File: config.mk
export PLATFORM = sky130hd
export DESIGN_NAME = uart_tx_arbiter
export DESIGN_NICKNAME = d
export VERILOG_FILES = /design/src/rtl/uart_tx_arbiter_pkg.sv /design/src/rtl/uart_tx_arbiter_rr_pick.sv /design/src/rtl/uart_tx_arbiter.sv
export SDC_FILE = /design/constraint.sdc
export NUM_CORES = 1
export LEC_CHECK = 0
export ABC_AREA = 1
export BUFFER_PORTS_ARGS = -buffer_cell sky130_fd_sc_hd__buf_2
export CAP_MARGIN = 30
export CORE_MARGIN = 10
export CORE_UTILIZATION = 55
export DETAILED_ROUTE_END_ITERATION = 8
export PLACE_DENSITY = 0.88
export SYNTH_ARGS = -nofsm -noshare
export SYNTH_HDL_FRONTEND = slang
export SYNTH_HIERARCHICAL = 1
export SYNTH_SLANG_ARGS = --single-unit
File: constraint.sdc
create_clock -name i_Clock -period 2.2 [get_ports i_Clock]
set_input_delay 0.11 -clock i_Clock [delete_from_list [all_inputs] [get_ports i_Clock]]
set_output_delay 0.11 -clock i_Clock [all_outputs]
set_load 0.01 [all_outputs]
File: src/rtl/uart_tx_arbiter_pkg.sv
// Purpose: shared FSM encoding and width helper for the uart_tx arbiter.
// Latency: n/a (types and constant functions only).
// Backpressure: n/a.
package uart_tx_arbiter_pkg;

  typedef enum logic [2:0] {
    S_IDLE  = 3'd0,
    S_START = 3'd1,
    S_WAIT  = 3'd2,
    S_DRAIN = 3'd3
  } state_t;

  // Ceiling log2 for sizing index and counter fields (returns 0 for value <= 1).
  function automatic int clog2(input int value);
    int r;
    r = 0;
    while ((1 << r) < value) begin
      r = r + 1;
    end
    return r;
  endfunction

endpackage

File: src/rtl/uart_tx_arbiter_rr_pick.sv
// Purpose: rotate-priority encoder; first set req bit at ptr, ptr+1, ... (mod N).
// Latency: combinational.
// Backpressure: none; the result is recomputed from req/ptr every cycle.
//
// Ports:
//   req        N  request vector
//   ptr        W  starting index of the scan (must be < N)
//   grant_idx  W  index of the winning request (0 when none)
//   any        1  at least one request is set
module uart_tx_arbiter_rr_pick #(
  parameter int N = 4,
  parameter int W = 2
) (
  input  logic [N-1:0] req,
  input  logic [W-1:0] ptr,
  output logic [W-1:0] grant_idx,
  output logic         any
);

  // (p + off) mod N, valid for p < N and 0 <= off < N.
  function automatic logic [W-1:0] wrap_add(input logic [W-1:0] p, input int off);
    int s;
    s = int'(p) + off;
    if (s >= N) begin
      s = s - N;
    end
    return W'(s);
  endfunction

  // Scan from the farthest offset down so the nearest request to ptr wins.
  always_comb begin
    grant_idx = '0;
    any       = 1'b0;
    for (int i = N - 1; i >= 0; i--) begin
      if (req[wrap_add(ptr, i)]) begin
        grant_idx = wrap_add(ptr, i);
        any       = 1'b1;
      end
    end
  end

endmodule

File: src/rtl/uart_tx_arbiter.sv
// Purpose: round-robin owner of one uart_tx; each grant sends a burst of up to MAX_BURST bytes.
// Latency: ack 1 cycle after req in idle; o_Tx_Start 1 cycle after ack.
// Backpressure: waits on i_Tx_Done then !i_Tx_Active; watchdog aborts a stalled transfer.
//
// Ports:
//   i_Clock, i_reset         clock, asynchronous active-high reset
//   i_req [N_REQ]            per-requester byte available
//   i_data [N_REQ*Bits]      requester k byte at [k*Bits +: Bits]
//   o_ack [N_REQ]            one-hot pulse: byte latched, present next or drop req
//   o_Tx_Start, o_Tx_Byte    to uart_tx; byte held from start until done
//   i_Tx_Done, i_Tx_Active   from uart_tx
//   o_busy, o_owner, o_err   status; o_err pulses on watchdog abort
module uart_tx_arbiter
  import uart_tx_arbiter_pkg::*;
#(
  parameter  int N_REQ       = 4,
  parameter  int Bits        = 8,
  parameter  int MAX_BURST   = 16,
  parameter  int TIMEOUT_CYC = 1048576,
  localparam int OW          = clog2(N_REQ)
) (
  input  logic                  i_Clock,
  input  logic                  i_reset,
  input  logic [N_REQ-1:0]      i_req,
  input  logic [N_REQ*Bits-1:0] i_data,
  output logic [N_REQ-1:0]      o_ack,
  output logic                  o_Tx_Start,
  output logic [Bits-1:0]       o_Tx_Byte,
  input  logic                  i_Tx_Done,
  input  logic                  i_Tx_Active,
  output logic                  o_busy,
  output logic [OW-1:0]         o_owner,
  output logic                  o_err
);

  localparam int BW = clog2(MAX_BURST + 1);
  localparam int WW = clog2(TIMEOUT_CYC);

  state_t           state_q, state_d;
  logic [OW-1:0]    rr_ptr_q, rr_ptr_d;
  logic [BW-1:0]    burst_q, burst_d;
  logic [WW-1:0]    wdog_q, wdog_d;
  logic [N_REQ-1:0] ack_d;
  logic             start_d, err_d, busy_d;
  logic [Bits-1:0]  byte_d;
  logic [OW-1:0]    owner_d;

  logic [OW-1:0]    pick_idx;
  logic             pick_any;
  logic [OW-1:0]    next_ptr;

  uart_tx_arbiter_rr_pick #(
    .N (N_REQ),
    .W (OW)
  ) u_pick (
    .req       (i_req),
    .ptr       (rr_ptr_q),
    .grant_idx (pick_idx),
    .any       (pick_any)
  );

  // Rotation point after the current owner gives up the transmitter.
  assign next_ptr = (o_owner == OW'(N_REQ - 1)) ? '0 : o_owner + OW'(1);

  always_comb begin
    state_d  = state_q;
    rr_ptr_d = rr_ptr_q;
    burst_d  = burst_q;
    wdog_d   = wdog_q;
    ack_d    = '0;
    start_d  = 1'b0;
    err_d    = 1'b0;
    byte_d   = o_Tx_Byte;
    owner_d  = o_owner;
    case (state_q)
      S_IDLE: begin
        if (pick_any) begin
          byte_d          = i_data[pick_idx*Bits +: Bits];
          owner_d         = pick_idx;
          ack_d[pick_idx] = 1'b1;
          burst_d         = BW'(1);
          state_d         = S_START;
        end
      end
      S_START: begin
        start_d = 1'b1;
        wdog_d  = '0;
        state_d = S_WAIT;
      end
      S_WAIT: begin
        if (i_Tx_Done) begin
          state_d = S_DRAIN;
        end else if (wdog_q == WW'(TIMEOUT_CYC - 1)) begin
          err_d    = 1'b1;
          rr_ptr_d = next_ptr;
          state_d  = S_IDLE;
        end else begin
          wdog_d = wdog_q + WW'(1);
        end
      end
      S_DRAIN: begin
        // uart_tx only accepts a new start once it has dropped Active.
        if (!i_Tx_Active) begin
          if (i_req[o_owner] && (burst_q < BW'(MAX_BURST))) begin
            byte_d         = i_data[o_owner*Bits +: Bits];
            ack_d[o_owner] = 1'b1;
            burst_d        = burst_q + BW'(1);
            state_d        = S_START;
          end else begin
            rr_ptr_d = next_ptr;
            state_d  = S_IDLE;
          end
        end
      end
      default: state_d = S_IDLE;
    endcase
    busy_d = (state_d != S_IDLE);
  end

  always_ff @(posedge i_Clock or posedge i_reset) begin
    if (i_reset) begin
      state_q    <= S_IDLE;
      rr_ptr_q   <= '0;
      burst_q    <= '0;
      wdog_q     <= '0;
      o_ack      <= '0;
      o_Tx_Start <= 1'b0;
      o_Tx_Byte  <= '0;
      o_busy     <= 1'b0;
      o_owner    <= '0;
      o_err      <= 1'b0;
    end else begin
      state_q    <= state_d;
      rr_ptr_q   <= rr_ptr_d;
      burst_q    <= burst_d;
      wdog_q     <= wdog_d;
      o_ack      <= ack_d;
      o_Tx_Start <= start_d;
      o_Tx_Byte  <= byte_d;
      o_busy     <= busy_d;
      o_owner    <= owner_d;
      o_err      <= err_d;
    end
  end

endmodule

==> results of run 1 <==
synth_stat cells:
| cell | count | area, um^2 |
|---|---|---|
| sky130_fd_sc_hd__nand2_1 | 189 | 709 |
| sky130_fd_sc_hd__inv_1 | 48 | 180 |
| sky130_fd_sc_hd__dfrtp_1 | 47 | 1180 |
| sky130_fd_sc_hd__nand3_1 | 42 | 210 |
| sky130_fd_sc_hd__nor2_1 | 41 | 154 |
| sky130_fd_sc_hd__o21ai_0 | 18 | 90.1 |
| sky130_fd_sc_hd__nand2_2 | 12 | 75.1 |
| sky130_fd_sc_hd__xor2_1 | 11 | 96.3 |
| sky130_fd_sc_hd__o21ai_2 | 10 | 87.6 |
| sky130_fd_sc_hd__inv_2 | 7 | 26.3 |
| sky130_fd_sc_hd__ha_1 | 6 | 75.1 |
| sky130_fd_sc_hd__nor3_1 | 5 | 25.0 |
| sky130_fd_sc_hd__buf_2 | 4 | 20.0 |
| sky130_fd_sc_hd__nand2_4 | 4 | 45.0 |
| sky130_fd_sc_hd__xnor2_1 | 4 | 35.0 |
| sky130_fd_sc_hd__nor2_2 | 3 | 18.8 |
| sky130_fd_sc_hd__buf_12 | 2 | 40.0 |
| sky130_fd_sc_hd__inv_4 | 2 | 12.5 |
| sky130_fd_sc_hd__nor2_4 | 2 | 22.5 |
| sky130_fd_sc_hd__or2_2 | 2 | 12.5 |
| sky130_fd_sc_hd__and2_1 | 1 | 6.26 |
| sky130_fd_sc_hd__and2_4 | 1 | 8.76 |
| sky130_fd_sc_hd__buf_6 | 1 | 11.3 |
| sky130_fd_sc_hd__buf_8 | 1 | 15.0 |
| sky130_fd_sc_hd__clkbuf_1 | 1 | 3.75 |
| sky130_fd_sc_hd__conb_1 | 1 | 3.75 |
| sky130_fd_sc_hd__nand3_2 | 1 | 10.0 |
| sky130_fd_sc_hd__nand3_4 | 1 | 17.5 |
| sky130_fd_sc_hd__nand3b_4 | 1 | 20.0 |
| sky130_fd_sc_hd__nor2_8 | 1 | 20.0 |
| sky130_fd_sc_hd__nor3_4 | 1 | 16.3 |
| sky130_fd_sc_hd__o21ai_1 | 1 | 5.00 |
| sky130_fd_sc_hd__o31ai_1 | 1 | 7.51 |
| sky130_fd_sc_hd__or2_4 | 1 | 8.76 |
routing by layer:
layer | up-vias | part of all wire | global-route usage
li1 | 1590 | - | -
met1 | 1483 | 0.42 | 0.183
met2 | 107 | 0.51 | 0.278
met3 | 22 | 0.052 | 0.0349
met4 | 0 | 0.022 | 0.0556
met5 | - | 0 | 0
through the flow:
step                      instance area [um^2]  power (uW)  setup TNS (ps)
after global routing                      3930        4740           -67.8
after global placement                    3610        3110               0
after detailed placement                  3610        3190               0
after floorplan                           3270        2720               0
final                                     3930        4450               0
after CTS                                 3740        3870               0
power groups by stage:
| stage | registers [uW] | logic [uW] | clock network (uW) |
|---|---|---|---|
| global route | 1210 | 2810 | 724 |
| CTS | 1210 | 1980 | 680 |
| detailed placement | 1220 | 1970 | 0 |
| global placement | 1210 | 1890 | 0 |
| floorplan | 1240 | 1480 | 0 |
| finish | 1190 | 2590 | 673 |
flip-flops by register name (all words and copies together), names as in the netlist:
name,flops
burst_q,5
o_owner,2
o_Tx_Byte,8
o_Tx_Start,1
state_q,3
o_ack,4
wdog_q,20
o_busy,1
rr_ptr_q,2
o_err,1
logic make-up (layout without fill, tap and decap cells):
logic type                 count (synthesis)  after routing  share of synthesized area
buffers and inverters                     66            138                     0.0946
adders and majority gates                  6              6                     0.0230
and+or+nand+nor                          308            308                      0.423
AOI/OAI and AO/OA                         30             30                     0.0582
other                                      1              1                    0.00115
xor gates and xnor gates                  15             15                     0.0402
DFF                                       47             47                      0.360
final cells by class:
| class | count | area, um^2 |
|---|---|---|
| clock buffer | 6 | 82.6 |
| clock inverter | 2 | 35.0 |
| fill | 449 | 1920 |
| inverter | 57 | 228 |
| multi-input combinational | 360 | 1850 |
| sequential | 47 | 1180 |
| tap | 75 | 93.8 |
| timing repair buffer | 73 | 462 |
worst reg2reg max path, cell delays in order, from the launching register on:
cell	delay [ps]
sky130_fd_sc_hd__dfrtp_2	420
sky130_fd_sc_hd__buf_6	140
sky130_fd_sc_hd__inv_6	70
sky130_fd_sc_hd__nand2_4	50
sky130_fd_sc_hd__and2_4	140
sky130_fd_sc_hd__nand2_4	50
sky130_fd_sc_hd__nand2_2	50
sky130_fd_sc_hd__inv_2	70
sky130_fd_sc_hd__nand2_2	60
sky130_fd_sc_hd__nand2_2	80
sky130_fd_sc_hd__nand2_4	80
sky130_fd_sc_hd__o21ai_4	180
sky130_fd_sc_hd__buf_12	140
sky130_fd_sc_hd__clkinvlp_4	170
sky130_fd_sc_hd__nand2_1	120
sky130_fd_sc_hd__nand3_1	80
sky130_fd_sc_hd__nand2_1	80
sky130_fd_sc_hd__nand2_1	50
sky130_fd_sc_hd__nand2_1	60
worst paths after layout:
check,slack [ps],end,cells after the start
worst max-delay path,60,o_Tx_Byte[0],18
max in group asynchronous,1190,wdog_q[11],4
worst min register to register,480,o_Tx_Byte[2],2
min in group asynchronous,410,o_Tx_Byte[1],3
worst min-delay path,140,o_ack[3],4
worst max register to register,60,o_Tx_Byte[0],18
what timing repair did:
item / in CTS / in global routing
gates resized for setup: 1 / 27
endpoints found under the hold margin: 27 / 1
hold buffers: 1 / 1
gates cloned: 0 / 2
buffers inserted: 0 / 6
setup endpoints to repair: 7 / 8
pin swaps: 0 / 14
==> results.md, run 1 <==
- The flow ran to the end, and the final reports show no timing, DRC or antenna violations.
- The die height is 97.1 um.
- Of the available clock period, the critical path in the final layout requires 0.973.
- The number of violations of the max-capacitance limit is 0.
- The number of port buffers is 56.
- The maximum count of clock buffers along a single path is 2.
- The number of warnings issued by yosys is 6.
- The wire-length estimate of the detail-placed layout is 5.94 mm.
- In this run the critical register-to-register path is launched from rr_ptr_q[0].
- The maximum resistive drop on vdd is 0.000837 V.
- The clock reaches the later pin of the worst-skew pair after 310 ps.
- In the synthesized netlist, the number of instances is 473.
- The remaining global-route overflow is 0.
- Counting both buffers and inverters, the worst setup path holds a total of 5.
- At the end of routability-driven placement, the weighted congestion stood at 0.953.
- The smallest setup slack after layout is 58.3 ps.
- The tightest min-delay check is of the in2reg type.
- Static timing analysis puts the maximum clock frequency at 467 MHz.
- Among all stages on the critical path, the largest delay is contributed by sky130_fd_sc_hd__dfrtp_2.
- The number of antenna cells inserted is 0.
- The final cell count without fillers is 620.
- After the first detailed-routing iteration, the DRC count stood at 151.
- The maximum number of pins on one net before global-route repair is 30.
- The final routed wire length divided by cell count is 12.9 um.
- Prior to clock tree synthesis, the placed netlist has a worst setup slack of 8.20 ps.
- The count of final max-slew check failures is 0.
- After layout, the minimum clock period comes to 2140 ps.
- For this run, the share of the core covered by cells in the final layout is 0.672.
- The kind of cell with the highest combined delay along the critical path is simple AND/OR/NAND/NOR gates.
- The initialized floorplan defines 28 standard-cell rows.
- The post-synth net total is 519.
- In the layout the commonest cells are sky130_fd_sc_hd__nand2_1 (183), sky130_fd_sc_hd__buf_2 (57), sky130_fd_sc_hd__inv_1 (46), sky130_fd_sc_hd__dfrtp_1 (45), sky130_fd_sc_hd__nor2_1 (41).
- The netlist area before placement is 0.00327 mm^2.
- The most numerous cell type found on the critical path is sky130_fd_sc_hd__nand2_1.
- The endpoint required time on the critical path is 2440 ps.
- The biggest fanout along the worst timing path is 8.
- The average instance in the mapped netlist occupies 6.90 um^2.
- The number of global-route vias before repair is 3,092.
- The initial standard-cell utilization of the core is 0.558.
- The sum of routed wire length over all layers is 7.99 mm.
- After clock tree synthesis, the clock-pin slew on the worst setup and hold paths is 100 ps.
- The master cell of the clock root buffer is sky130_fd_sc_hd__clkbuf_8.
- The transition time of the tightest slew-check pin is 600 ps.
- From synthesis to final layout, the design area changed by 20.3%.
- Before antenna repair, the detailed router went through 4 iterations.
- For this design the static power due to leakage is 0.00212 uW.
- STA classifies the critical path startpoint as a flop.
- The critical path class is reg2reg.
- Between clock sinks in the finished design, the worst skew comes to 13.5 ps.
- The number of top-level pins is 57.
- The routed layout has 3,202 vias.
- The share of total power dissipated in combinational logic is 0.581.
- The share of total power dissipated in the clock network is 0.151.
- The area inside the core boundary is 0.00585 mm^2.
- The die covers 0.00942 mm^2.
- The worst hold margin is 141 ps.
- The H-tree depth reported by CTS is 2.
- The count of cell types in the netlist is 34.
- The TritonCTS clock tree is yes.
- The critical path starts at rr_ptr_q[0].
- The most common cell after layout, fill and taps aside is sky130_fd_sc_hd__nand2_1.
- The count of clock tree sinks is 47.
- In this run, placement finished with an instance count of 602.
- The internal power consumption is 2460 uW.
- The hold violation count in the final report is 0.
- Dividing total power by cell area gives a power density of 1130 mW/mm^2.
- The largest incremental delay on the critical path is 420 ps.
- After the last flow step, the layout net total stands at 590.
- The number of buffers added by the clock tree synthesis step is 5.
- The worst path arrival time is 2380 ps.
- The hold path startpoint is i_Tx_Active.
- The analysis attributes to net switching a power of 1990 uW.
- The share of the yosys chip area belonging to registers is 0.360.
- Of the total power, the share spent switching nets is 0.447.
- Measured along the x axis, the die boundary spans 97.1 um.
- The register bit total from synthesis is 47.
- The global-route wire length before repair is 13.2 mm.
- In this run the remaining antenna-violating nets after routing total 0.
- Walking the worst path, the cells encountered are buf_6, inv_6, nand2_4, and2_4, nand2_4, nand2_2, inv_2, nand2_2, nand2_2, nand2_4, o21ai_4, buf_12, clkinvlp_4, nand2_1, nand3_1, nand2_1, nand2_1, nand2_1.
- Of the total power, registers draw 0.268.
- Using the TritonRoute via totals, the vias-per-cell ratio works out to 5.16.
- In the global route stage, overall resource usage came out at 0.158.
- The final-report setup violation count is 0.
- The number of antenna violations at the first check in global routing is 0.
- Of the cells placed in the final design, the portion with a size suffix greater than 1 is 0.266.
- The number of remaining DRC errors is 0.
- The element type at the critical path end is a flop.
- The remaining max-slew budget at the tightest pin is 0.600.
(Power assumes the default switching activity.)
==> run 2: changes to the inputs <==
--- a/config.mk
+++ b/config.mk
@@ -5,13 +5,13 @@
 export SDC_FILE = /design/constraint.sdc
 export NUM_CORES = 1
 export LEC_CHECK = 0
-export ABC_AREA = 1
+export ABC_CLOCK_PERIOD_IN_PS = 2200
 export BUFFER_PORTS_ARGS = -buffer_cell sky130_fd_sc_hd__buf_2
 export CAP_MARGIN = 30
 export CORE_MARGIN = 10
 export CORE_UTILIZATION = 55
 export DETAILED_ROUTE_END_ITERATION = 8
-export PLACE_DENSITY = 0.88
+export PLACE_DENSITY = 0.89
 export SYNTH_ARGS = -nofsm -noshare
 export SYNTH_HDL_FRONTEND = slang
 export SYNTH_HIERARCHICAL = 1
==> results.md, run 2 <==
- For this design the top-level I/O count stands at 57.
- The worst path arrival time is 2380 ps.
- After synthesis, the most frequently instantiated cells are sky130_fd_sc_hd__dfrtp_1 (47), sky130_fd_sc_hd__nor2_1 (28), sky130_fd_sc_hd__mux2i_1 (25).
- The fraction of synthesis flops using an asynchronous set or reset pin is 1.00.
- In this run the clock root is driven by a sky130_fd_sc_hd__clkbuf_8.
- The post-CTS repair timing setup buffer count is 0.
- In this run, placement finished with an instance count of 394.
- For this design the ratio of total power to cell area is 934 mW/mm^2.
- The highest achievable clock rate is 467 MHz.
- The overall global routing resource usage is 0.163.
- In this run the tightest slew margin relative to its limit is 0.604.
- The final worst-path cycle share is 0.973.
- The count of antenna-violating nets left after detailed routing is 0.
- For the pin with the worst max-slew slack, the measured transition is 594 ps.
- Yosys mapped a number of flops with a built-in enable equal to 0.
- In the final design database the tool counted 381 nets.
- For this design, the sink count on the clock tree is 47.
- The analysis attributes to cell leakage a power of 0.00162 uW.
- The share of the yosys chip area belonging to registers is 0.422.
- The worst setup path is captured at a flop.
- The number of instances in the synthesized netlist is 266.
- Entering global routing, the biggest net connects 19 pins.
- The critical path is of the reg2reg type.
- The H-tree generated during clock tree synthesis spans 2 levels.
- STA classifies the critical path startpoint as a flop.
- The critical path goes through or3b_4, a21oi_4, o21ai_4, or4_1, a21oi_1.
- The run finished with clean final reports.
- Among all flip-flop cells after synthesis, the most frequent one is sky130_fd_sc_hd__dfrtp_1.
- Across the routed clock network, the largest skew measured is 6.69 ps.
- By area the synthesized netlist is led by sky130_fd_sc_hd__dfrtp_1 (42%), sky130_fd_sc_hd__mux2i_1 (9.0%), sky130_fd_sc_hd__mux2_2 (4.0%).
- Counting both buffers and inverters, the worst setup path holds a total of 0.
- The library cell used most frequently in the layout, excluding fill and tap cells, is sky130_fd_sc_hd__buf_2.
- The total of fill cells in the finished design is 363.
- Of the cells placed in the final design, the portion with a size suffix greater than 1 is 0.321.
- The pre-antenna-repair detailed-routing pass consisted of 6 iterations.
- The number of violations of the max-capacitance limit is 0.
- The register with the most flip-flops in the layout has 20 of them.
- The clock reaches the later pin of the worst-skew pair after 310 ps.
- Global routing finished with a remaining overflow of 0.
- The routed via count divided by cell count is 5.87.
- The mean area per synthesized cell is 10.5 um^2.
- The initial standard-cell utilization of the core is 0.578.
- Detailed placement ended at an HPWL of 5.08 mm.
- 0 antenna diodes ended up in the layout.
- The biggest fanout along the worst timing path is 12.
- Summing all flip-flop and latch instances after layout gives 0.00118 mm^2.
- TritonCTS built the clock tree.
- In the final timing run, aggregate negative setup slack is 0 ps.
- The sum of routed wire length over all layers is 6.84 mm.
- Ranked by flip-flop count, first place goes to wdog_q.
- The number of antenna violations at the first check in global routing is 0.
- The number of remaining DRC errors is 0.
- From synthesis to final layout, the design area changed by 21.7%.
- The synthesized design spends more area on one cell type than any other, namely sky130_fd_sc_hd__dfrtp_1.
- During placement, the flow inserted port buffers numbering 56.
- The critical path's slowest cell is sky130_fd_sc_hd__dfrtp_1.
- The total vias in the final route is 2,364.
- The largest incremental delay on the critical path is 510 ps.
- After synthesis the netlist holds a flip-flop and latch count of 47.
- The clock period could shrink to 2140 ps.
- The hold violation count in the final report came to 0.
- Setup violations remaining at the end of the flow were counted as 0.
- In this run, distinct cell masters in the synthesized netlist total 58.
- The number of global-route vias before repair is 2,426.
- The largest registers in the layout are wdog_q x20, o_Tx_Byte x8, burst_q x5.
- In the layout the commonest cells are sky130_fd_sc_hd__buf_2 (56), sky130_fd_sc_hd__dfrtp_1 (46), sky130_fd_sc_hd__nor2_1 (28), sky130_fd_sc_hd__mux2i_1 (25), sky130_fd_sc_hd__nand2_1 (18).
- The final cell count without fillers is 403.
- The die height is 91.2 um.
- The CTS clock-pin slew for the worst setup and hold paths is 90 ps.
- The area fraction of the dominant cell type after synthesis is 0.422.
- The congestion estimate from routability-driven global placement came to 0.884.
- The category of cells accounting for the largest share of critical-path delay is simple AND/OR/NAND/NOR gates.
- Synthesis produced a netlist with a net count of 312.
- In this run the worst hold path is classified as in2reg.
- The core region is 0.00482 mm^2.
- The Yosys step of the flow raised 6 warnings.
- TritonCTS created 5 clock buffers.
- sky130_fd_sc_hd__dfrtp_1 is the most common cell in the netlist.
- The count of final max-slew check failures is 0.
- The global-route wire length before repair is 11.4 mm.
- VDD sags by at most 0.000622 V.
- After synthesis the cells add up to 0.00279 mm^2.
- The horizontal extent of the die is 91.2 um.
- The die covers 0.00831 mm^2.
- Summing all multi-input logic gate instances after layout gives 0.00155 mm^2.
- In this run, the number of DRC markers left after iteration 0 of detailed routing was 221.
- The maximum count of clock buffers along a single path is 2.
- At the worst endpoint, the required time is 2440 ps.
- After detailed routing, the average wire length per cell comes to 17.0 um.
- The standard-cell row count is 25.
## run 2: final timing paths
| check | depth (start not counted) | startpoint | endpoint | slack (ps) |
|---|---|---|---|---|
| setup / recovery | 5 | state_q[1] | wdog_q[15] | 60 |
| hold / removal | 3 | i_Tx_Done | wdog_q[0] | 110 |
| setup reg to reg | 5 | state_q[1] | wdog_q[15] | 60 |
| hold reg to reg | 1 | o_Tx_Byte[7] | o_Tx_Byte[7] | 510 |
| max in group asynchronous | 4 | i_reset | o_ack[2] | 1330 |
| min in group asynchronous | 3 | i_reset | wdog_q[6] | 310 |
## run 2: cells by family after synthesis
| logic type | Yosys count | share of synthesized area |
|---|---|---|
| fa+ha+maj | 6 | 0.0270 |
| mux | 37 | 0.146 |
| other cells | 1 | 0.00135 |
| compound gates | 47 | 0.132 |
| simple gates | 99 | 0.207 |
| xor+xnor | 10 | 0.0314 |
| buf+inv | 19 | 0.0323 |
| flops | 47 | 0.422 |
## run 2: timing repair
action,4_1_cts,5_1_grt
resized for setup,1,4
endpoints found under the hold margin,16,0
hold buffers,1,0
endpoints found under the setup margin,8,12
## run 2: worst register-to-register path, stage by stage, from the launching register on
cell	delay, ps
sky130_fd_sc_hd__dfrtp_1	510
sky130_fd_sc_hd__or3b_4	470
sky130_fd_sc_hd__a21oi_4	280
sky130_fd_sc_hd__o21ai_4	170
sky130_fd_sc_hd__or4_1	490
sky130_fd_sc_hd__a21oi_1	150
## run 2: per-layer routing
| metal | up-vias | GRT usage | wire (um) |
|---|---|---|---|
| li1 | 1116 | - | - |
| met5 | - | 0 | 0 |
| met4 | 0 | 0.0666 | 137 |
| met2 | 78 | 0.283 | 3550 |
| met1 | 1155 | 0.184 | 2750 |
| met3 | 15 | 0.0469 | 399 |
## run 2: through the flow
step / area [um^2] / power, uW / hold slack, ps / setup WS (ps) / util
after floorplan: 2790 / 1970 / 258 / 214 / -
after global placement: 3210 / 2340 / 101 / 104 / 0.667
after detailed placement: 3210 / 2390 / 104 / -10.9 / 0.667
after CTS: 3360 / 3150 / 112 / 76.5 / 0.698
after global routing: 3390 / 3360 / 149 / -8.24 / 0.704
final: 3390 / 3170 / 109 / 59.2 / 0.704
## run 2: final cells by class
class | instances | share of cell area
multi-input combinational | 200 | 0.457
tap | 67 | 0.0247
timing repair buffer | 71 | 0.120
clock buffer | 6 | 0.0214
clock inverter | 2 | 0.0177
sequential | 47 | 0.347
inverter | 10 | 0.0111
## run 2: report_power, final
group | switching [uW] | internal (uW)
combinational | 660 | 589
sequential | 133 | 1030
clock | 297 | 454
total | 1090 | 2080
==> run 3: changes to the inputs <==
--- a/config.mk
+++ b/config.mk
@@ -12,6 +12,7 @@
 export CORE_UTILIZATION = 55
 export DETAILED_ROUTE_END_ITERATION = 8
 export PLACE_DENSITY = 0.89
+export REMOVE_ABC_BUFFERS = 1
 export SYNTH_ARGS = -nofsm -noshare
 export SYNTH_HDL_FRONTEND = slang
 export SYNTH_HIERARCHICAL = 1
==> results.md, run 3 (synthesis results as in run 2) <==
- The final cell count without fillers is 404.
- The die is 91.2 um wide.
- The largest register by flop count is wdog_q.
- The flow ran to the end, and the final reports show no timing, DRC or antenna violations.
- The most common cell after layout, fill and taps aside is sky130_fd_sc_hd__buf_2.
- Across the run, the number of max-cap violations was 0.
- The leakage power figure is 0.00161 uW.
- The highest achievable clock rate is 471 MHz.
- Measured along the y axis, the die boundary spans 91.2 um.
- Across every metal layer, demand over resource in global routing totals 0.158.
- The count of antenna-violating nets left after detailed routing is 0.
- After detailed routing, the total wire length is 6.74 mm.
- After floorplanning, the core was divided into 25 placement rows.
- The net count reported at finish is 382.
- The number of buffers added by the clock tree synthesis step is 5.
- The total vias in the final route is 2,346.
- The hold violation count in the final report is 0.
- The register with the most flip-flops in the layout has 20 of them.
- The H-tree depth reported by CTS is 2.
- The ratio of total power to cell area is 889 mW/mm^2.
- The clock latency on the worst-skew pair is 300 ps.
- The worst setup path is of the reg2reg kind.
- The final critical-path required period is 2120 ps.
- 57 I/O pins were placed.
- The TritonCTS clock tree is yes.
- For the worst setup path, the data required time is 2420 ps.
- The sum of net half-perimeters after detailed placement is 5.13 mm.
- The count of clock tree sinks is 47.
- For this run, design rule violations remaining after detail routing come to 0.
- For this run, the detailed router's first-pass iteration total came to 4.
- The maximum count of clock buffers along a single path is 2.
- Of all nets on the critical path, the largest fanout is 12.
- The tightest min-delay check is of the in2reg type.
- The repair_antennas step left the layout with diodes totalling 0.
- The post-CTS repair timing setup buffer count is 0.
- The number of global-route vias before repair was 2,358.
- The area inside the core boundary is 0.00482 mm^2.
- Of the available clock period, the critical path in the final layout requires 0.965.
- The maximum number of pins on one net before global-route repair is 48.
- The first global-routing pass estimated 11.0 mm of wire.
- The area overhead of the layout relative to synthesis is 20.9%.
- The startpoint class of the critical path is a flop.
- The master cell of the clock root buffer is sky130_fd_sc_hd__clkbuf_8.
- In this run the tightest slew margin relative to its limit is 0.606.
- The area of the die is 0.00831 mm^2.
- The transition time of the tightest slew-check pin is 591 ps.
- The largest registers in the layout are wdog_q x20, o_Tx_Byte x8, burst_q x5.
- The initial standard-cell utilization of the core is 0.578.
- VDD sags by at most 0.000581 V.
- The routed via count divided by cell count is 5.81.
- Of the cells placed in the final design, the portion with a size suffix greater than 1 is 0.326.
- The detailed router finished its first iteration with 180 violations.
- In this run, placement finished with an instance count of 395.
- The count of final max-slew check failures was 0.
- Across the routed clock network, the largest skew measured is 8.43 ps.
- In the layout the commonest cells are sky130_fd_sc_hd__buf_2 (56), sky130_fd_sc_hd__dfrtp_1 (47), sky130_fd_sc_hd__nor2_1 (26), sky130_fd_sc_hd__mux2i_1 (25), sky130_fd_sc_hd__nand2_1 (18).
- STA classifies the critical path endpoint as a flop.
- In this run the tool buffered the top-level ports with 56 buffer cells.
- Clock-pin slew was measured on the worst setup and hold paths at 90 ps.
- Setup repair after global routing could not meet its margin everywhere.
- The worst path arrival time is 2350 ps.
- The routability congestion estimate is 0.907.
- Setup violations remaining at the end of the flow were counted as 0.
- The final routed wire length divided by cell count is 16.7 um.
- The number of antenna violations at the first check in global routing is 0.
- The remaining global-route overflow is 0.
- Adding up every negative setup slack in the final design gives 0 ps.
run 3: cell count changes in the layout (fill, tap and decap cells not counted), sizes merged:
cell	before	now
bufinv	2	0
clkbuf	6	8
buf	70	71
run 3: cell type report:
type | count | area (um^2)
clock buffer | 8 | 100
sequential | 47 | 1180
multi-input combinational | 200 | 1560
fill | 346 | 1450
timing repair buffer | 72 | 415
inverter | 10 | 37.5
tap | 67 | 83.8
run 3: metal layers:
metal | vias up | global-route usage | routed length (um)
met5 | - | 0 | 0
met4 | 0 | 0.0548 | 137
met3 | 14 | 0.0370 | 372
met2 | 78 | 0.293 | 3500
met1 | 1134 | 0.171 | 2720
li1 | 1120 | - | -
run 3: through the flow:
stage                     total power (uW)  cell area, um^2  setup slack [ps]  hold WS [ps]   util
final                                 3000             3370              77.7           139  0.699
after global routing                  3160             3370             -34.9           185  0.699
after CTS                             2990             3340              79.6           131  0.692
after detailed placement              2420             3220              11.6           291  0.669
after global placement                2360             3220               131           293  0.669
after floorplan                       1930             2730              24.8           258      -
run 3: path summary, 6_finish.rpt:
path / from / end / slack [ps] / cells past startpoint
worst max register to register: state_q[0] / wdog_q[15] / 80 / 5
worst min register to register: o_Tx_Byte[6] / o_Tx_Byte[6] / 500 / 1
max in group asynchronous: i_reset / state_q[2] / 1320 / 4
worst min-delay path: i_Tx_Done / wdog_q[0] / 140 / 3
min in group asynchronous: i_reset / o_Tx_Byte[1] / 490 / 4
worst max-delay path: state_q[0] / wdog_q[15] / 80 / 5
run 3: critical path, stage by stage (launching register included):
cell	delay [ps]
sky130_fd_sc_hd__dfrtp_1	480
sky130_fd_sc_hd__or3b_4	480
sky130_fd_sc_hd__a21oi_4	270
sky130_fd_sc_hd__o21ai_4	170
sky130_fd_sc_hd__or4_1	490
sky130_fd_sc_hd__a21oi_1	160
run 3: repair_timing:
action                                 in CTS  in global routing
gates resized for setup                     1                  5
pin swaps                                   0                  0
endpoints found under the hold margin      47                  0
hold buffers                                1                  0
setup endpoints to repair                   8                 10
run 3: where the power goes:
| group | leakage [uW] | total, uW | switching, uW | internal (uW) |
|---|---|---|---|---|
| logic | 0.000941 | 1260 | 664 | 600 |
| clock network | 0.0000515 | 570 | 283 | 287 |
| registers | 0.000621 | 1160 | 129 | 1030 |
| total | 0.00161 | 3000 | 1080 | 1920 |
